[src/rtl/pulse_tx.sv]
// pulse_tx: emits a train of `count` pulses on X, each HIGH_CYCLES high
// followed by LOW_CYCLES low, then a one-cycle done strobe.
// Optional feature: define PULSE_TX_ABORT_EN to add an abort input that
// cancels a train in progress without a done strobe.
module pulse_tx #(
    parameter int unsigned CW          = 8,
    parameter int unsigned HIGH_CYCLES = 2,
    parameter int unsigned LOW_CYCLES  = 2
) (
    input  logic          clk,
    input  logic          reset,
    input  logic          start,
    input  logic [CW-1:0] count,
`ifdef PULSE_TX_ABORT_EN
    input  logic          abort,
`endif
    output logic          ready,
    output logic          X,
    output logic          busy,
    output logic          done
);

    localparam int unsigned PW = 8;
    localparam logic [PW-1:0] HIGH_LOAD = PW'(HIGH_CYCLES - 1);
    localparam logic [PW-1:0] LOW_LOAD  = PW'(LOW_CYCLES - 1);
    localparam logic [CW-1:0] REM_ONE   = CW'(1);

    typedef enum logic [1:0] {
        IDLE = 2'd0,
        HIGH = 2'd1,
        LOW  = 2'd2,
        DONE = 2'd3
    } state_t;

    state_t        state_q, state_nxt;
    logic [PW-1:0] phase_q, phase_nxt;
    logic [CW-1:0] rem_q,   rem_nxt;
    logic          x_nxt, busy_nxt, done_nxt, ready_nxt;
    logic          abort_c;

`ifdef PULSE_TX_ABORT_EN
    assign abort_c = abort;
`else
    assign abort_c = 1'b0;
`endif

    // State, counters and registered outputs
    always_ff @(posedge clk or negedge reset) begin
        if (!reset) begin
            state_q <= IDLE;
            phase_q <= '0;
            rem_q   <= '0;
            X       <= 1'b0;
            busy    <= 1'b0;
            done    <= 1'b0;
            ready   <= 1'b1;
        end else begin
            state_q <= state_nxt;
            phase_q <= phase_nxt;
            rem_q   <= rem_nxt;
            X       <= x_nxt;
            busy    <= busy_nxt;
            done    <= done_nxt;
            ready   <= ready_nxt;
        end
    end

    // Next state, phase/remaining counters, and output decode of the next state
    always_comb begin
        state_nxt = state_q;
        phase_nxt = phase_q;
        rem_nxt   = rem_q;
        x_nxt     = 1'b0;
        busy_nxt  = 1'b0;
        done_nxt  = 1'b0;
        ready_nxt = 1'b0;

        case (state_q)
            IDLE: begin
                if (start) begin
                    rem_nxt = count;
                    if (count != '0) begin
                        state_nxt = HIGH;
                        phase_nxt = HIGH_LOAD;
                    end else begin
                        state_nxt = DONE;
                        phase_nxt = '0;
                    end
                end
            end
            HIGH: begin
                if (abort_c) begin
                    state_nxt = IDLE;
                    phase_nxt = '0;
                    rem_nxt   = '0;
                end else if (phase_q == '0) begin
                    state_nxt = LOW;
                    phase_nxt = LOW_LOAD;
                    rem_nxt   = rem_q - REM_ONE;
                end else begin
                    phase_nxt = phase_q - PW'(1);
                end
            end
            LOW: begin
                if (abort_c) begin
                    state_nxt = IDLE;
                    phase_nxt = '0;
                    rem_nxt   = '0;
                end else if (phase_q == '0) begin
                    if (rem_q != '0) begin
                        state_nxt = HIGH;
                        phase_nxt = HIGH_LOAD;
                    end else begin
                        state_nxt = DONE;
                        phase_nxt = '0;
                    end
                end else begin
                    phase_nxt = phase_q - PW'(1);
                end
            end
            DONE: begin
                state_nxt = IDLE;
                phase_nxt = '0;
            end
            default: begin
                state_nxt = IDLE;
                phase_nxt = '0;
                rem_nxt   = '0;
            end
        endcase

        // Outputs are registered copies of the decode of the state being entered
        x_nxt     = (state_nxt == HIGH);
        busy_nxt  = (state_nxt == HIGH) || (state_nxt == LOW);
        done_nxt  = (state_nxt == DONE);
        ready_nxt = (state_nxt == IDLE);
    end

endmodule

[config.mk]
export PLATFORM = sky130hd
export DESIGN_NAME = pulse_tx
export DESIGN_NICKNAME = d
export VERILOG_FILES = /design/src/rtl/pulse_tx.sv
export SDC_FILE = /design/constraint.sdc
export NUM_CORES = 1
export LEC_CHECK = 0
export ABC_CLOCK_PERIOD_IN_PS = 4500
export BUFFER_PORTS_ARGS = -buffer_cell sky130_fd_sc_hd__buf_2
export CAP_MARGIN = 20
export CORE_ASPECT_RATIO = 0.9
export CORE_MARGIN = 2
export CORE_UTILIZATION = 45
export CTS_BUF_LIST = sky130_fd_sc_hd__clkbuf_16
export CTS_CLUSTER_DIAMETER = 40
export DETAILED_ROUTE_END_ITERATION = 7
export GPL_TIMING_DRIVEN = 1
export PLACE_DENSITY = 0.68
export SLEW_MARGIN = 10
export SYNTH_ARGS = -nofsm -noshare
export SYNTH_HDL_FRONTEND = slang
export SYNTH_SLANG_ARGS = --single-unit
[constraint.sdc]
create_clock -name clk -period 4.5 [get_ports clk]
set_clock_uncertainty 0.1 [all_clocks]
set_input_delay 0.9 -clock clk [delete_from_list [all_inputs] [get_ports clk]]
set_output_delay 0.9 -clock clk [all_outputs]
set_load 0.005 [all_outputs]
==> report_table.html, run 1 <==
<table>
<tr><th>Metric</th><th>Value</th></tr>
<tr><th colspan="2">Run</th></tr>
<tr><td>Max-cap violations</td><td>0</td></tr>
<tr><th colspan="2">Setup path</th></tr>
<tr><td>CP Class</td><td>input pin to flop</td></tr>
<tr><td>Setup slack on the worst flop-to-flop path</td><td>2250 ps</td></tr>
<tr><td>Maximum net fanout on the critical path</td><td>3</td></tr>
<tr><td>Worst path arrival time</td><td>2500 ps</td></tr>
<tr><td>Slowest CP cell</td><td>o41ai_1</td></tr>
<tr><td>Cell family with most CP delay</td><td>compound AO/OA/AOI/OAI gates</td></tr>
<tr><td>CP peak stage delay</td><td>460 ps</td></tr>
<tr><td>Worst reg2reg path startpoint</td><td>phase_q[0]</td></tr>
<tr><td>Endpoint of the most critical register-to-register path</td><td>busy</td></tr>
<tr><td>Number of cell instances on the worst register-to-register path</td><td>7</td></tr>
<tr><td>CP Launch Type</td><td>input pin</td></tr>
<tr><td>CP Data Required Time</td><td>4540 ps</td></tr>
<tr><td>Critical path capture point type</td><td>flop</td></tr>
<tr><td>WP buf/inv</td><td>1</td></tr>
<tr><td>CP cell instances</td><td>buf_2, nor4_1, nand3b_1, o41ai_1, o21ai_0, ha_1</td></tr>
<tr><th colspan="2">Worst hold path</th></tr>
<tr><td>Worst hold path depth</td><td>2</td></tr>
<tr><td>End point of the most critical hold path</td><td>rem_q[7]</td></tr>
<tr><td>Hold Crit Class</td><td>flop to flop</td></tr>
<tr><td>Launch point of the worst hold path</td><td>rem_q[7]</td></tr>
<tr><th colspan="2">STA</th></tr>
<tr><td>Count of final max-slew check failures</td><td>0</td></tr>
<tr><td>Tightest Pin Transition</td><td>595.9 ps</td></tr>
<tr><td>Peak clock frequency supported by timing</td><td>0.4075 GHz</td></tr>
<tr><td>Number of failing setup endpoints in the final timing report</td><td>0</td></tr>
<tr><td>Final clock period utilization by the worst path</td><td>54.54%</td></tr>
<tr><td>Setup TNS Final</td><td>0 ps</td></tr>
<tr><td>RSZ-0062 raised after global routing</td><td>false</td></tr>
<tr><td>Post-route worst setup slack</td><td>2046 ps</td></tr>
<tr><td>Max-Slew Margin vs Limit</td><td>59.91%</td></tr>
<tr><td>Final hold violation count</td><td>0</td></tr>
<tr><td>Crit path time final</td><td>2454 ps</td></tr>
<tr><th colspan="2">Drt</th></tr>
<tr><td>First DRT Iteration DRCs</td><td>20</td></tr>
<tr><td>Vias per inst</td><td>5.906</td></tr>
<tr><td>Total number of vias</td><td>1,004</td></tr>
<tr><td>Routed length on met3</td><td>110 um</td></tr>
<tr><td>Amount of wire on met2 after detailed routing</td><td>1195 um</td></tr>
<tr><td>Routed metal-1 wire length</td><td>1170 um</td></tr>
<tr><td>Number of remaining DRC errors</td><td>0</td></tr>
<tr><td>Total wire length after detailed routing</td><td>2522 um</td></tr>
<tr><td>First-pass detailed-route iteration total</td><td>4</td></tr>
<tr><td>Average wire per standard cell</td><td>14.84 um</td></tr>
<tr><td>Remaining antenna violation count</td><td>0</td></tr>
<tr><td>Highest routing layer actually used</td><td>met4</td></tr>
<tr><th colspan="2">Synth</th></tr>
<tr><td>Post-synthesis sequential element count</td><td>22</td></tr>
<tr><td>Library cell with the highest instance count after synthesis</td><td>dfrtp_1</td></tr>
<tr><td>Sequential-to-total area share from yosys stat</td><td>44.50%</td></tr>
<tr><td>Post-synthesis cell area</td><td>1240 um2</td></tr>
<tr><td>Most area-hungry cell type in the Yosys netlist</td><td>dfrtp_1</td></tr>
<tr><td>Number of warnings issued by yosys</td><td>0</td></tr>
<tr><td>Syn Nets</td><td>143</td></tr>
<tr><td>Post-synth EDFFs</td><td>0</td></tr>
<tr><td>Cell types with the highest counts after synthesis</td><td>dfrtp_1 (21), nand2_1 (12), nor2_1 (10), a21oi_1 (8)</td></tr>
<tr><td>Mapped Cells</td><td>126</td></tr>
<tr><td>Syn_area_per_cell</td><td>9.841 um2</td></tr>
<tr><td>Post-synth cell types</td><td>40</td></tr>
<tr><td>Area share of the largest cell type after synthesis</td><td>42.38%</td></tr>
<tr><td>Share of async-settable or async-resettable flops after synthesis</td><td>100.0%</td></tr>
<tr><td>Leading cell types by total area after synthesis</td><td>dfrtp_1 (42%), ha_1 (6.1%), nand2_1 (3.6%)</td></tr>
<tr><td>Dominant synthesized flop cell</td><td>dfrtp_1</td></tr>
<tr><th colspan="2">Floorplan</th></tr>
<tr><td>Width of the die</td><td>59.33 um</td></tr>
<tr><td>Starting density of the core</td><td>46.27%</td></tr>
<tr><td>Total die area</td><td>3192 um2</td></tr>
<tr><td>Std-Cell Rows</td><td>18</td></tr>
<tr><td>Vertical die dimension</td><td>53.80 um</td></tr>
<tr><td>Number of top-level design ports</td><td>15</td></tr>
<tr><td>Core Footprint</td><td>2680 um2</td></tr>
<tr><th colspan="2">Clock tree</th></tr>
<tr><td>Number of sinks on the clock net</td><td>22</td></tr>
<tr><td>Number of H-tree levels</td><td>1</td></tr>
<tr><td>Number of buffers between clock root and the deepest sink</td><td>2</td></tr>
<tr><td>Clock Latency Late Sink</td><td>250 ps</td></tr>
<tr><td>Number of buffers added for setup after CTS</td><td>0</td></tr>
<tr><td>Master cell of the clock root buffer</td><td>clkbuf_16</td></tr>
<tr><td>TritonCTS clock tree</td><td>done</td></tr>
<tr><td>Cts repair resizes</td><td>0</td></tr>
<tr><td>Number of buffers created by CTS</td><td>3</td></tr>
<tr><td>Clock-pin slew reported for the worst setup and hold paths after clock tree synthesis</td><td>60 ps</td></tr>
<tr><td>Hold buffer count at CTS</td><td>0</td></tr>
<tr><th colspan="2">Global routing</th></tr>
<tr><td>Wire length of the first global-routing pass</td><td>4312 um</td></tr>
<tr><td>Antenna violations before repair</td><td>0</td></tr>
<tr><td>Largest net degree at the start of global routing</td><td>23</td></tr>
<tr><td>Total track usage</td><td>18.77%</td></tr>
<tr><td>Via count of the first global-routing pass</td><td>959</td></tr>
<tr><td>Leftover overflow at the end of global routing</td><td>0</td></tr>
<tr><th colspan="2">Power</th></tr>
<tr><td>Cell area power density</td><td>733.6 nW/um2</td></tr>
<tr><td>IR drop worst, VDD</td><td>0.3284 mV</td></tr>
<tr><td>Leakage</td><td>0.6283 nW</td></tr>
<tr><th colspan="2">Placed design</th></tr>
<tr><td>Total of buffers placed on input and output ports</td><td>14</td></tr>
<tr><td>Half-perimeter wire length after detailed placement</td><td>1838 um</td></tr>
<tr><td>Post-Place Setup Slack</td><td>1799 ps</td></tr>
<tr><td>Final estimated routing congestion in global placement</td><td>0.8610</td></tr>
<tr><th colspan="2">Layout</th></tr>
<tr><td>Growth of design area from synthesis to finish</td><td>13.52%</td></tr>
<tr><td>Number of antenna diodes</td><td>0</td></tr>
<tr><td>Net count, final</td><td>158</td></tr>
<tr><td>Fraction of layout cells with a size suffix above 1</td><td>17.14%</td></tr>
<tr><th colspan="2">Run status</th></tr>
<tr><td>Result of the run</td><td>finished, final reports clean</td></tr>
</table>
-- metal layers --
| metal | track usage, % | vias to the layer above |
|---|---|---|
| met1 | 25.57 | 486 |
| met4 | 7.955 | 0 |
| met2 | 28.21 | 17 |
| met3 | 5.048 | 5 |
| met5 | 0 | - |
| li1 | - | 496 |
-- kinds of logic after synthesis --
group / after synthesis / share of synthesized area, %
muxes: 2 / 1.615
DFF: 22 / 44.50
buffers and inverters: 10 / 3.329
and+or+nand+nor: 51 / 24.52
AOI/OAI and AO/OA: 31 / 17.16
xor gates and xnor gates: 4 / 2.826
adders and majority gates: 6 / 6.054
-- state kept, by name (all words and copies together), names as in the netlist --
register  count
X             1
busy          1
done          1
phase_q       8
ready         1
rem_q         8
state_q       2
-- cells in the final DEF (no fill, tap or decap), types with 3 or more instances in the layout --
| cell | synthesis | layout |
|---|---|---|
| dfrtp_1 | 21 | 21 |
| buf_2 | 3 | 14 |
| nand2_1 | 12 | 12 |
| nor2_1 | 10 | 10 |
| a21oi_1 | 8 | 8 |
| or3_1 | 6 | 6 |
| inv_1 | 6 | 6 |
| ha_1 | 6 | 6 |
| o211ai_1 | 5 | 5 |
| nor4_1 | 3 | 3 |
| nor3_1 | 3 | 3 |
| nand3_1 | 3 | 3 |
| xor2_1 | 3 | 3 |
| clkbuf_16 | 0 | 3 |
-- how the worst max path moves through the flow --
stage             start    to  slack, ps  cells after the start
2_1_floorplan  count[1]  busy       2190                      5
3_3_place_gp   count[1]  busy       1820                      6
3_5_place_dp   count[1]  busy       1800                      6
4_1_cts        count[1]  busy       2070                      6
5_1_grt        count[1]  busy       1900                      6
6_report       count[1]  busy       2050                      6
-- where the power goes --
| group | switching (mW) | leakage, nW | internal, mW |
|---|---|---|---|
| Sequential | 0.0950 | 0.272 | 0.290 |
| Clock | 0.0698 | 0.0385 | 0.119 |
| Combinational | 0.259 | 0.317 | 0.200 |
-- tightest hold or removal path: cells and delay by family (launching register included) --
family         cells  cell delay, ps
AO/OA/AOI/OAI      2             160
flip-flops         1             350
-- stage by stage --
step	cell area [um2]	hold WS (ps)	cells	total power [mW]	util [%]
after detailed placement	1329	431.4	166	0.8430	49.58
after global routing	1408	468.7	170	1.135	52.52
after global placement	1329	430.7	166	0.8265	49.58
final	1408	441.5	170	1.033	52.52
after floorplan	1240	400.1	126	0.7317	-
after CTS	1408	444.5	170	1.036	52.52
-- final cells by class --
class / instances / area [um2]
Fill cell: 225 / 1272
Timing Repair Buffer: 14 / 70.07
Sequential cell: 22 / 551.8
Inverter: 6 / 22.52
Multi-Input combinational cell: 94 / 646.9
Tap cell: 30 / 37.54
Clock inverter: 1 / 3.754
Clock buffer: 3 / 75.07
No activity file was read; power rests on OpenSTA's default activity.
==> run 2: changes to the inputs <==
--- a/config.mk
+++ b/config.mk
@@ -5,7 +5,7 @@
 export SDC_FILE = /design/constraint.sdc
 export NUM_CORES = 1
 export LEC_CHECK = 0
-export ABC_CLOCK_PERIOD_IN_PS = 4500
+export ABC_CLOCK_PERIOD_IN_PS = 2400
 export BUFFER_PORTS_ARGS = -buffer_cell sky130_fd_sc_hd__buf_2
 export CAP_MARGIN = 20
 export CORE_ASPECT_RATIO = 0.9
==> constraint.sdc (replaced) <==
create_clock -name clk -period 2.4 [get_ports clk]
set_clock_uncertainty 0.1 [all_clocks]
set_input_delay 0.48 -clock clk [delete_from_list [all_inputs] [get_ports clk]]
set_output_delay 0.48 -clock clk [all_outputs]
set_load 0.005 [all_outputs]
==> run 2 against run 1 <==
  * Final cell count rose by 2.9%
  * Register-to-register slack worse by 2000 ps
  * Sequential power is 87% higher
  * Total power up 95%
  * Sequential cell count stayed put
  * Largest cell class unchanged
  * Largest power group unchanged
==> report_table.html, run 2 (synthesis gave the netlist of run 1 again) <==
<table>
<tr><th>Metric</th><th>Value</th></tr>
<tr><th colspan="2">Placed design</th></tr>
<tr><td>Post-Place Setup Slack</td><td>216.9 ps (-1583 ps)</td></tr>
<tr><td>Total of buffers placed on input and output ports</td><td>14 (unchanged)</td></tr>
<tr><td>Half-perimeter wire length after detailed placement</td><td>1955 um (+6.3%)</td></tr>
<tr><td>Final estimated routing congestion in global placement</td><td>0.8251 (-4.2%)</td></tr>
<tr><th colspan="2">Drt</th></tr>
<tr><td>Total number of vias</td><td>1,012 (+0.80%)</td></tr>
<tr><td>First-pass detailed-route iteration total</td><td>4 (unchanged)</td></tr>
<tr><td>Number of remaining DRC errors</td><td>0 (unchanged)</td></tr>
<tr><td>Total wire length after detailed routing</td><td>2554 um (+1.3%)</td></tr>
<tr><td>First DRT Iteration DRCs</td><td>29 (+45%)</td></tr>
<tr><td>Vias per inst</td><td>5.783 (-2.1%)</td></tr>
<tr><td>Remaining antenna violation count</td><td>0 (unchanged)</td></tr>
<tr><td>Average wire per standard cell</td><td>14.59 um (-1.6%)</td></tr>
<tr><th colspan="2">Layout</th></tr>
<tr><td>Net count, final</td><td>163 (+3.2%)</td></tr>
<tr><td>Number of antenna diodes</td><td>0 (unchanged)</td></tr>
<tr><td>Most common cell after layout, fill and taps aside</td><td>dfrtp_1</td></tr>
<tr><td>Biggest regs</td><td>phase_q x8, rem_q x8, state_q x2</td></tr>
<tr><td>Final cell utilization of the core</td><td>53.92% (+1.4 points)</td></tr>
<tr><td>Fraction of layout cells with a size suffix above 1</td><td>20.00% (+2.9 points)</td></tr>
<tr><td>Growth of design area from synthesis to finish</td><td>16.55%</td></tr>
<tr><td>Top library cells by usage in the layout, fill and taps aside</td><td>dfrtp_1 (21), buf_2 (14), nand2_1 (12)</td></tr>
<tr><th colspan="2">Power</th></tr>
<tr><td>P_sw</td><td>0.8136 mW (+92%)</td></tr>
<tr><td>Sequential share of power</td><td>35.9% (-1.3 points)</td></tr>
<tr><td>Leakage</td><td>0.6534 nW (+4.0%)</td></tr>
<tr><td>IR drop worst, VDD</td><td>0.6965 mV (+110%)</td></tr>
<tr><td>Clk pwr share</td><td>17.2% (-1.0 points)</td></tr>
<tr><td>Cell area power density</td><td>1390 nW/um2 (+89%)</td></tr>
<tr><td>Combinational cell fraction of total power</td><td>46.9% (+2.4 points)</td></tr>
<tr><td>Cell-internal power</td><td>1.195 mW (+96%)</td></tr>
<tr><td>Switching part of the total</td><td>40.50% (-0.58 points)</td></tr>
<tr><td>Total power after layout</td><td>2.009 mW (+95%)</td></tr>
<tr><th colspan="2">Setup path</th></tr>
<tr><td>Most numerous cell on the critical path</td><td>ha_1</td></tr>
<tr><td>Maximum net fanout on the critical path</td><td>5 (+2)</td></tr>
<tr><td>WP buf/inv</td><td>1 (unchanged)</td></tr>
<tr><td>Slowest CP cell</td><td>dfrtp_1</td></tr>
<tr><td>Critical path capture point type</td><td>flop</td></tr>
<tr><td>Number of cell instances on the worst register-to-register path</td><td>7 (unchanged)</td></tr>
<tr><td>Startpoint of the most critical setup path</td><td>phase_q[0]</td></tr>
<tr><td>Worst reg2reg path startpoint</td><td>phase_q[0]</td></tr>
<tr><td>Cell family with most CP delay</td><td>simple AND/OR/NAND/NOR gates</td></tr>
<tr><td>CP cell instances</td><td>inv_1, ha_1, nor3b_2, and2_0, a21oi_1, o21ai_0, ha_1</td></tr>
<tr><td>CP Data Required Time</td><td>2440 ps (-2100 ps)</td></tr>
<tr><td>Worst path arrival time</td><td>2140 ps (-360 ps)</td></tr>
<tr><td>CP peak stage delay</td><td>410 ps (-50 ps)</td></tr>
<tr><td>Count of cell instances traversed by the critical path</td><td>7 (+1)</td></tr>
<tr><td>CP Class</td><td>flop to flop</td></tr>
<tr><td>CP Launch Type</td><td>flop</td></tr>
<tr><th colspan="2">STA</th></tr>
<tr><td>Final hold violation count</td><td>0 (unchanged)</td></tr>
<tr><td>Final clock period utilization by the worst path</td><td>87.83%</td></tr>
<tr><td>Tightest Pin Transition</td><td>470.1 ps (-125.8 ps)</td></tr>
<tr><td>Crit path time final</td><td>2108 ps</td></tr>
<tr><td>RSZ-0062 raised after global routing</td><td>false</td></tr>
<tr><td>Max-Slew Margin vs Limit</td><td>68.66% (+8.8 points)</td></tr>
<tr><td>Peak clock frequency supported by timing</td><td>0.4744 GHz</td></tr>
<tr><td>Post-route worst setup slack</td><td>292.1 ps (-1754 ps)</td></tr>
<tr><td>Count of final max-slew check failures</td><td>0 (unchanged)</td></tr>
<tr><td>Number of failing setup endpoints in the final timing report</td><td>0 (unchanged)</td></tr>
<tr><td>Setup TNS Final</td><td>0 ps (unchanged)</td></tr>
<tr><th colspan="2">Clock tree</th></tr>
<tr><td>Number of H-tree levels</td><td>1 (unchanged)</td></tr>
<tr><td>Number of buffers added for setup after CTS</td><td>0 (unchanged)</td></tr>
<tr><td>Master cell of the clock root buffer</td><td>clkbuf_16</td></tr>
<tr><td>Clock-pin slew reported for the worst setup and hold paths after clock tree synthesis</td><td>60 ps (about the same)</td></tr>
<tr><td>Number of buffers between clock root and the deepest sink</td><td>2 (unchanged)</td></tr>
<tr><td>Number of buffers created by CTS</td><td>3 (unchanged)</td></tr>
<tr><td>TritonCTS clock tree</td><td>done</td></tr>
<tr><td>Hold buffer count at CTS</td><td>0 (unchanged)</td></tr>
<tr><td>Number of sinks on the clock net</td><td>22 (unchanged)</td></tr>
<tr><td>Clock Latency Late Sink</td><td>250 ps (about the same)</td></tr>
<tr><td>Cts repair resizes</td><td>0 (unchanged)</td></tr>
<tr><th colspan="2">Global routing</th></tr>
<tr><td>GR Layer Usage met3</td><td>4.087% (-0.96 points)</td></tr>
<tr><td>Antenna violations before repair</td><td>0 (unchanged)</td></tr>
<tr><td>Met1 track demand over resource</td><td>26.69% (+1.1 points)</td></tr>
<tr><td>Total track usage</td><td>19.03% (+0.26 points)</td></tr>
<tr><td>Leftover overflow at the end of global routing</td><td>0 (unchanged)</td></tr>
<tr><td>Largest net degree at the start of global routing</td><td>23 (unchanged)</td></tr>
<tr><td>Wire length of the first global-routing pass</td><td>4457 um (+3.4%)</td></tr>
<tr><td>Via count of the first global-routing pass</td><td>980 (+2.2%)</td></tr>
<tr><td>Most Crowded Layer GR</td><td>met2</td></tr>
<tr><td>Routing usage on met2</td><td>29.67% (+1.5 points)</td></tr>
<tr><th colspan="2">Floorplan</th></tr>
<tr><td>Total die area</td><td>3192 um2 (unchanged)</td></tr>
<tr><td>Width of the die</td><td>59.33 um (unchanged)</td></tr>
<tr><td>Number of top-level design ports</td><td>15 (unchanged)</td></tr>
<tr><td>Vertical die dimension</td><td>53.80 um (unchanged)</td></tr>
<tr><td>Core Footprint</td><td>2680 um2 (unchanged)</td></tr>
<tr><td>Std-Cell Rows</td><td>18 (unchanged)</td></tr>
<tr><td>Starting density of the core</td><td>46.27% (unchanged)</td></tr>
<tr><th colspan="2">Worst hold path</th></tr>
<tr><td>Hold Crit Class</td><td>input pin to asynchronous set/reset pin</td></tr>
<tr><th colspan="2">Run status</th></tr>
<tr><td>Result of the run</td><td>finished, final reports clean</td></tr>
<tr><th colspan="2">Run</th></tr>
<tr><td>Max-cap violations</td><td>0 (unchanged)</td></tr>
</table>
## run 2: worst register-to-register path, stage by stage (launching register included)
cell and delay [ps]:
dfrtp_1 410, inv_1 90, ha_1 140, nor3b_2 180
and2_0 340, a21oi_1 130, o21ai_0 300, ha_1 300
## run 2: final timing paths
check,to,slack (ps)
min in group clk,rem_q[6],370
worst max register to register,busy,290
max in group asynchronous,ready,1780
worst min-delay path,busy,80
worst min register to register,rem_q[7],440
worst max-delay path,busy,290
## run 2: metrics by stage
stage	instances	hold WS (ps)	area (um2)
6_report	175	78.12	1445
5_1_grt	175	109.8	1445
4_1_cts	175	92.91	1445
3_5_place_dp	171	359.4	1366
3_3_place_gp	171	359.1	1366
2_1_floorplan	126	84.41	1240
## run 2: metal layers
metal,vias up,part of all wire (%)
li1,498,-
met1,501,50
met2,11,47
met3,2,2.2
met4,0,0.74
met5,-,0
## run 2: cell type report
| cell class | count | area [um2] |
|---|---|---|
| sequential | 22 | 551.8 |
| fill | 233 | 1235 |
| timing repair buffer | 19 | 107.6 |
| clock buffer | 3 | 75.07 |
| multi-input combinational | 94 | 646.9 |
| clock inverter | 1 | 3.754 |
| inverter | 6 | 22.52 |
| tap | 30 | 37.54 |
## run 2: power by group through the flow
stage | Sequential [mW] | Combinational, mW | Clock (mW)
final | 0.721 | 0.942 | 0.346
after global routing | 0.753 | 1.07 | 0.373
after CTS | 0.717 | 0.942 | 0.352
after detailed placement | 0.722 | 0.935 | 0
after global placement | 0.717 | 0.899 | 0
after floorplan | 0.654 | 0.718 | 0
==> run 3: changes to the inputs <==
--- a/config.mk
+++ b/config.mk
@@ -5,6 +5,7 @@
 export SDC_FILE = /design/constraint.sdc
 export NUM_CORES = 1
 export LEC_CHECK = 0
+export ABC_AREA = 1
 export ABC_CLOCK_PERIOD_IN_PS = 2400
 export BUFFER_PORTS_ARGS = -buffer_cell sky130_fd_sc_hd__buf_2
 export CAP_MARGIN = 20
==> run 3 against run 2 <==
  * Sequential share of layout area fell by 4.2 points
  * Hold slack improved by 5.0 ps
  * Maximum frequency rose by 5.0%
  * Non-clock buffer count fell by 4
  * Largest power group unchanged
  * Final cell count rose by 42%
  * Total power rose by 11%
  * Setup slack improved by 99 ps
  * Global-route usage fell by 1.3 points
  * Critical path type unchanged
  * First-iteration DRC count rose by 76%
  * Die area rose by 13%
==> report_table.html, run 3 <==
<table>
<tr><th>Metric</th><th>Value</th></tr>
<tr><th colspan="2">Clock tree</th></tr>
<tr><td>Clock-pin slew reported for the worst setup and hold paths after clock tree synthesis</td><td>60 ps (about the same)</td></tr>
<tr><td>Number of H-tree levels</td><td>1 (unchanged)</td></tr>
<tr><td>Number of buffers between clock root and the deepest sink</td><td>2 (unchanged)</td></tr>
<tr><td>Cts repair resizes</td><td>0 (unchanged)</td></tr>
<tr><td>Hold buffer count at CTS</td><td>0 (unchanged)</td></tr>
<tr><td>Clock Latency Late Sink</td><td>260 ps (about the same)</td></tr>
<tr><td>TritonCTS clock tree</td><td>done</td></tr>
<tr><td>Number of buffers created by CTS</td><td>3 (unchanged)</td></tr>
<tr><td>Number of buffers added for setup after CTS</td><td>0 (unchanged)</td></tr>
<tr><td>Master cell of the clock root buffer</td><td>clkbuf_16</td></tr>
<tr><td>Number of sinks on the clock net</td><td>22 (unchanged)</td></tr>
<tr><th colspan="2">Power</th></tr>
<tr><td>Clk pwr share</td><td>20.8% (+3.6 points)</td></tr>
<tr><td>Sequential share of power</td><td>28.7% (-7.2 points)</td></tr>
<tr><td>Switching part of the total</td><td>43.00% (+2.5 points)</td></tr>
<tr><td>P_sw</td><td>0.9626 mW (+18%)</td></tr>
<tr><td>Total power after layout</td><td>2.239 mW (+11%)</td></tr>
<tr><td>Leakage</td><td>0.8495 nW (+30%)</td></tr>
<tr><td>IR drop worst, VDD</td><td>0.7732 mV (+11%)</td></tr>
<tr><td>Combinational cell fraction of total power</td><td>50.5% (+3.6 points)</td></tr>
<tr><td>Cell-internal power</td><td>1.276 mW (+6.8%)</td></tr>
<tr><td>Cell area power density</td><td>1380 nW/um2 (-0.77%)</td></tr>
<tr><th colspan="2">Synth</th></tr>
<tr><td>Synth Area in Simple Gates</td><td>33.16% (+8.6 points)</td></tr>
<tr><td>Main combinational cell family by area after synthesis</td><td>simple AND/OR/NAND/NOR gates</td></tr>
<tr><td>Cell types with the highest counts after synthesis</td><td>nand2_1 (42), inv_1 (29), nor2_1 (24), dfrtp_1 (21), nand3_1 (20)</td></tr>
<tr><td>Post-synth EDFFs</td><td>0 (unchanged)</td></tr>
<tr><td>Number of warnings issued by yosys</td><td>0 (unchanged)</td></tr>
<tr><td>Most area-hungry cell type in the Yosys netlist</td><td>dfrtp_1</td></tr>
<tr><td>Library cell with the highest instance count after synthesis</td><td>nand2_1</td></tr>
<tr><td>Post-synthesis share of cell area spent on full adders, half adders and majority gates</td><td>5.305% (-0.75 points)</td></tr>
<tr><td>Compound-Gate Fraction of Synth Area</td><td>9.726% (-7.4 points)</td></tr>
<tr><td>Leading cell types by total area after synthesis</td><td>dfrtp_1 (37%), nand2_1 (11%), inv_1 (7.7%)</td></tr>
<tr><td>Area share of the largest cell type after synthesis</td><td>37.14% (-5.2 points)</td></tr>
<tr><td>Mapped Cells</td><td>190 (+51%)</td></tr>
<tr><td>Sequential-to-total area share from yosys stat</td><td>38.99% (-5.5 points)</td></tr>
<tr><td>Share of async-settable or async-resettable flops after synthesis</td><td>100.0% (unchanged)</td></tr>
<tr><td>Syn Nets</td><td>207 (+45%)</td></tr>
<tr><td>Dominant synthesized flop cell</td><td>dfrtp_1</td></tr>
<tr><td>Multiplexer fraction of the synthesized cell area</td><td>0% (-1.6 points)</td></tr>
<tr><td>Post-synth cell types</td><td>24 (-40%)</td></tr>
<tr><td>Syn_area_per_cell</td><td>7.448 um2 (-24%)</td></tr>
<tr><td>Post-synthesis sequential element count</td><td>22 (unchanged)</td></tr>
<tr><td>Post-synthesis cell area</td><td>1415 um2 (+14%)</td></tr>
<tr><td>Xor and xnor area share after synthesis</td><td>1.857% (-0.97 points)</td></tr>
<tr><th colspan="2">STA</th></tr>
<tr><td>Crit path time final</td><td>2008 ps (-99.48 ps)</td></tr>
<tr><td>Setup TNS Final</td><td>0 ps (unchanged)</td></tr>
<tr><td>Tightest Pin Transition</td><td>499.7 ps (+29.58 ps)</td></tr>
<tr><td>Number of failing setup endpoints in the final timing report</td><td>0 (unchanged)</td></tr>
<tr><td>Count of final max-slew check failures</td><td>0 (unchanged)</td></tr>
<tr><td>Final clock period utilization by the worst path</td><td>83.68% (-4.1 points)</td></tr>
<tr><td>Peak clock frequency supported by timing</td><td>0.4979 GHz (+5.0%)</td></tr>
<tr><td>Max-Slew Margin vs Limit</td><td>66.69% (-2.0 points)</td></tr>
<tr><td>RSZ-0062 raised after global routing</td><td>false</td></tr>
<tr><td>Final hold violation count</td><td>0 (unchanged)</td></tr>
<tr><th colspan="2">Run</th></tr>
<tr><td>Max-cap violations</td><td>0 (unchanged)</td></tr>
<tr><th colspan="2">Global routing</th></tr>
<tr><td>Total track usage</td><td>17.72% (-1.3 points)</td></tr>
<tr><td>Antenna violations before repair</td><td>0 (unchanged)</td></tr>
<tr><td>Largest net degree at the start of global routing</td><td>23 (unchanged)</td></tr>
<tr><td>Via count of the first global-routing pass</td><td>1,129 (+15%)</td></tr>
<tr><td>Leftover overflow at the end of global routing</td><td>0 (unchanged)</td></tr>
<tr><td>Wire length of the first global-routing pass</td><td>4981 um (+12%)</td></tr>
<tr><th colspan="2">Layout</th></tr>
<tr><td>Growth of design area from synthesis to finish</td><td>14.68%</td></tr>
<tr><td>Area of the multi-input gates</td><td>708.2 um2 (+9.5%)</td></tr>
<tr><td>Filler instances</td><td>304 (+30%)</td></tr>
<tr><td>Number of antenna diodes</td><td>0 (unchanged)</td></tr>
<tr><td>Biggest regs</td><td>phase_q x8, rem_q x8, state_q x2</td></tr>
<tr><td>Top library cells by usage in the layout, fill and taps aside</td><td>nand2_1 (42), inv_1 (29), nor2_1 (24)</td></tr>
<tr><td>Most common cell after layout, fill and taps aside</td><td>nand2_1</td></tr>
<tr><td>Storage element area</td><td>551.8 um2 (unchanged)</td></tr>
<tr><td>Net count, final</td><td>225 (+38%)</td></tr>
<tr><td>Final Cell Area</td><td>1623 um2 (+12%)</td></tr>
<tr><td>Fraction of layout cells with a size suffix above 1</td><td>20.29% (+0.29 points)</td></tr>
<tr><th colspan="2">Floorplan</th></tr>
<tr><td>Std-Cell Rows</td><td>19 (+1)</td></tr>
<tr><td>Width of the die</td><td>63.11 um (+6.4%)</td></tr>
<tr><td>Total die area</td><td>3610 um2 (+13%)</td></tr>
<tr><td>Number of top-level design ports</td><td>15 (unchanged)</td></tr>
<tr><td>Core Footprint</td><td>3019 um2 (+13%)</td></tr>
<tr><td>Vertical die dimension</td><td>57.20 um (+6.3%)</td></tr>
<tr><td>Starting density of the core</td><td>46.87% (+0.61 points)</td></tr>
<tr><th colspan="2">Setup path</th></tr>
<tr><td>Slowest CP cell</td><td>dfrtp_1</td></tr>
<tr><td>CP Class</td><td>flop to flop</td></tr>
<tr><td>CP Launch Type</td><td>flop</td></tr>
<tr><td>Setup slack on the worst flop-to-flop path</td><td>390 ps (+100 ps)</td></tr>
<tr><td>CP Data Required Time</td><td>2450 ps (about the same)</td></tr>
<tr><td>Most numerous cell on the critical path</td><td>inv_1</td></tr>
<tr><td>CP peak stage delay</td><td>380 ps (-30 ps)</td></tr>
<tr><td>CP cell instances</td><td>inv_1, ha_1, inv_1, nor2_1, nand3_1, o21ai_1, nand2_1, nand3_1, inv_1, ha_1</td></tr>
<tr><td>Number of cell instances on the worst register-to-register path</td><td>10 (+3)</td></tr>
<tr><td>Worst path arrival time</td><td>2050 ps (-90 ps)</td></tr>
<tr><td>Maximum net fanout on the critical path</td><td>4 (-1)</td></tr>
<tr><td>Critical path capture point type</td><td>flop</td></tr>
<tr><td>Worst reg2reg path startpoint</td><td>rem_q[0]</td></tr>
<tr><td>Endpoint of the most critical register-to-register path</td><td>busy</td></tr>
<tr><th colspan="2">Drt</th></tr>
<tr><td>Vias per inst</td><td>4.723 (-18%)</td></tr>
<tr><td>Average wire per standard cell</td><td>10.82 um (-26%)</td></tr>
<tr><td>Remaining antenna violation count</td><td>0 (unchanged)</td></tr>
<tr><td>Total number of vias</td><td>1,176 (+16%)</td></tr>
<tr><td>Total wire length after detailed routing</td><td>2695 um (+5.5%)</td></tr>
<tr><td>First-pass detailed-route iteration total</td><td>4 (unchanged)</td></tr>
<tr><td>Number of remaining DRC errors</td><td>0 (unchanged)</td></tr>
<tr><td>First DRT Iteration DRCs</td><td>51 (+76%)</td></tr>
<tr><th colspan="2">Placed design</th></tr>
<tr><td>Total of buffers placed on input and output ports</td><td>14 (unchanged)</td></tr>
<tr><td>Half-perimeter wire length after detailed placement</td><td>1993 um (+2.0%)</td></tr>
<tr><td>Post-detailed-placement cell area</td><td>1518 um2 (+11%)</td></tr>
<tr><td>Final estimated routing congestion in global placement</td><td>0.8283 (+0.39%)</td></tr>
<tr><th colspan="2">Run status</th></tr>
<tr><td>Result of the run</td><td>finished, final reports clean</td></tr>
<tr><th colspan="2">Worst hold path</th></tr>
<tr><td>Hold Crit Class</td><td>input pin to asynchronous set/reset pin</td></tr>
</table>
==> run 3: metal layers <==
metal	GRT usage (%)	vias up	wire, um	part of all wire, %
met5	0	-	0	0
met4	4.762	0	31	1.2
met1	23.60	530	1338	50
li1	-	624	-	-
met2	29.03	17	1203	45
met3	4.536	5	122	4.5
==> run 3: power by group through the flow <==
stage / Clock [mW] / Sequential (mW) / Combinational [mW]
2_1_floorplan: 0 / 0.633 / 0.937
3_3_place_gp: 0 / 0.649 / 1.12
3_5_place_dp: 0 / 0.645 / 1.14
4_1_cts: 0.478 / 0.643 / 1.14
5_1_grt: 0.490 / 0.662 / 1.33
6_report: 0.466 / 0.643 / 1.13
==> run 3: cell type report <==
| type | instances | area share, % |
|---|---|---|
| clock buffer | 3 | 4.626 |
| tap | 42 | 3.238 |
| clock inverter | 1 | 1.850 |
| sequential | 22 | 34.00 |
| multi-input combinational | 132 | 43.64 |
| timing repair buffer | 15 | 4.780 |
| inverter | 34 | 7.864 |
==> run 3: how the worst max path moves through the flow <==
stage	endpoint	start	slack [ps]
global route	busy	rem_q[1]	200
floorplan	busy	rem_q[0]	610
global placement	busy	rem_q[0]	490
CTS	busy	rem_q[0]	420
finish	busy	rem_q[0]	390
detailed placement	busy	rem_q[0]	460
==> run 3: cells by family after synthesis <==
kind of cell | after synthesis
fa+ha+maj | 6
xor+xnor | 3
buf+inv | 36
compound gates | 23
flops | 22
simple gates | 100
==> run 3: metrics by stage <==
stage / hold slack [ps] / instances / utilization, % / setup WS (ps)
floorplan: 84.41 / 190 / - / 612.2
global placement: 384.8 / 245 / 50.27 / 487.5
detailed placement: 386.6 / 245 / 50.27 / 457.4
CTS: 107.8 / 249 / 53.75 / 418.2
global route: 137.5 / 249 / 53.75 / 198.0
finish: 83.10 / 249 / 53.75 / 391.6
==> run 3: worst max-delay path, delay by kind of cell (launching register included) <==
kind	cells	cell delay, ps
buffers and inverters	3	240
and+or+nand+nor	4	530
DFF	1	380
AOI/OAI and AO/OA	1	170
adders and majority gates	2	480
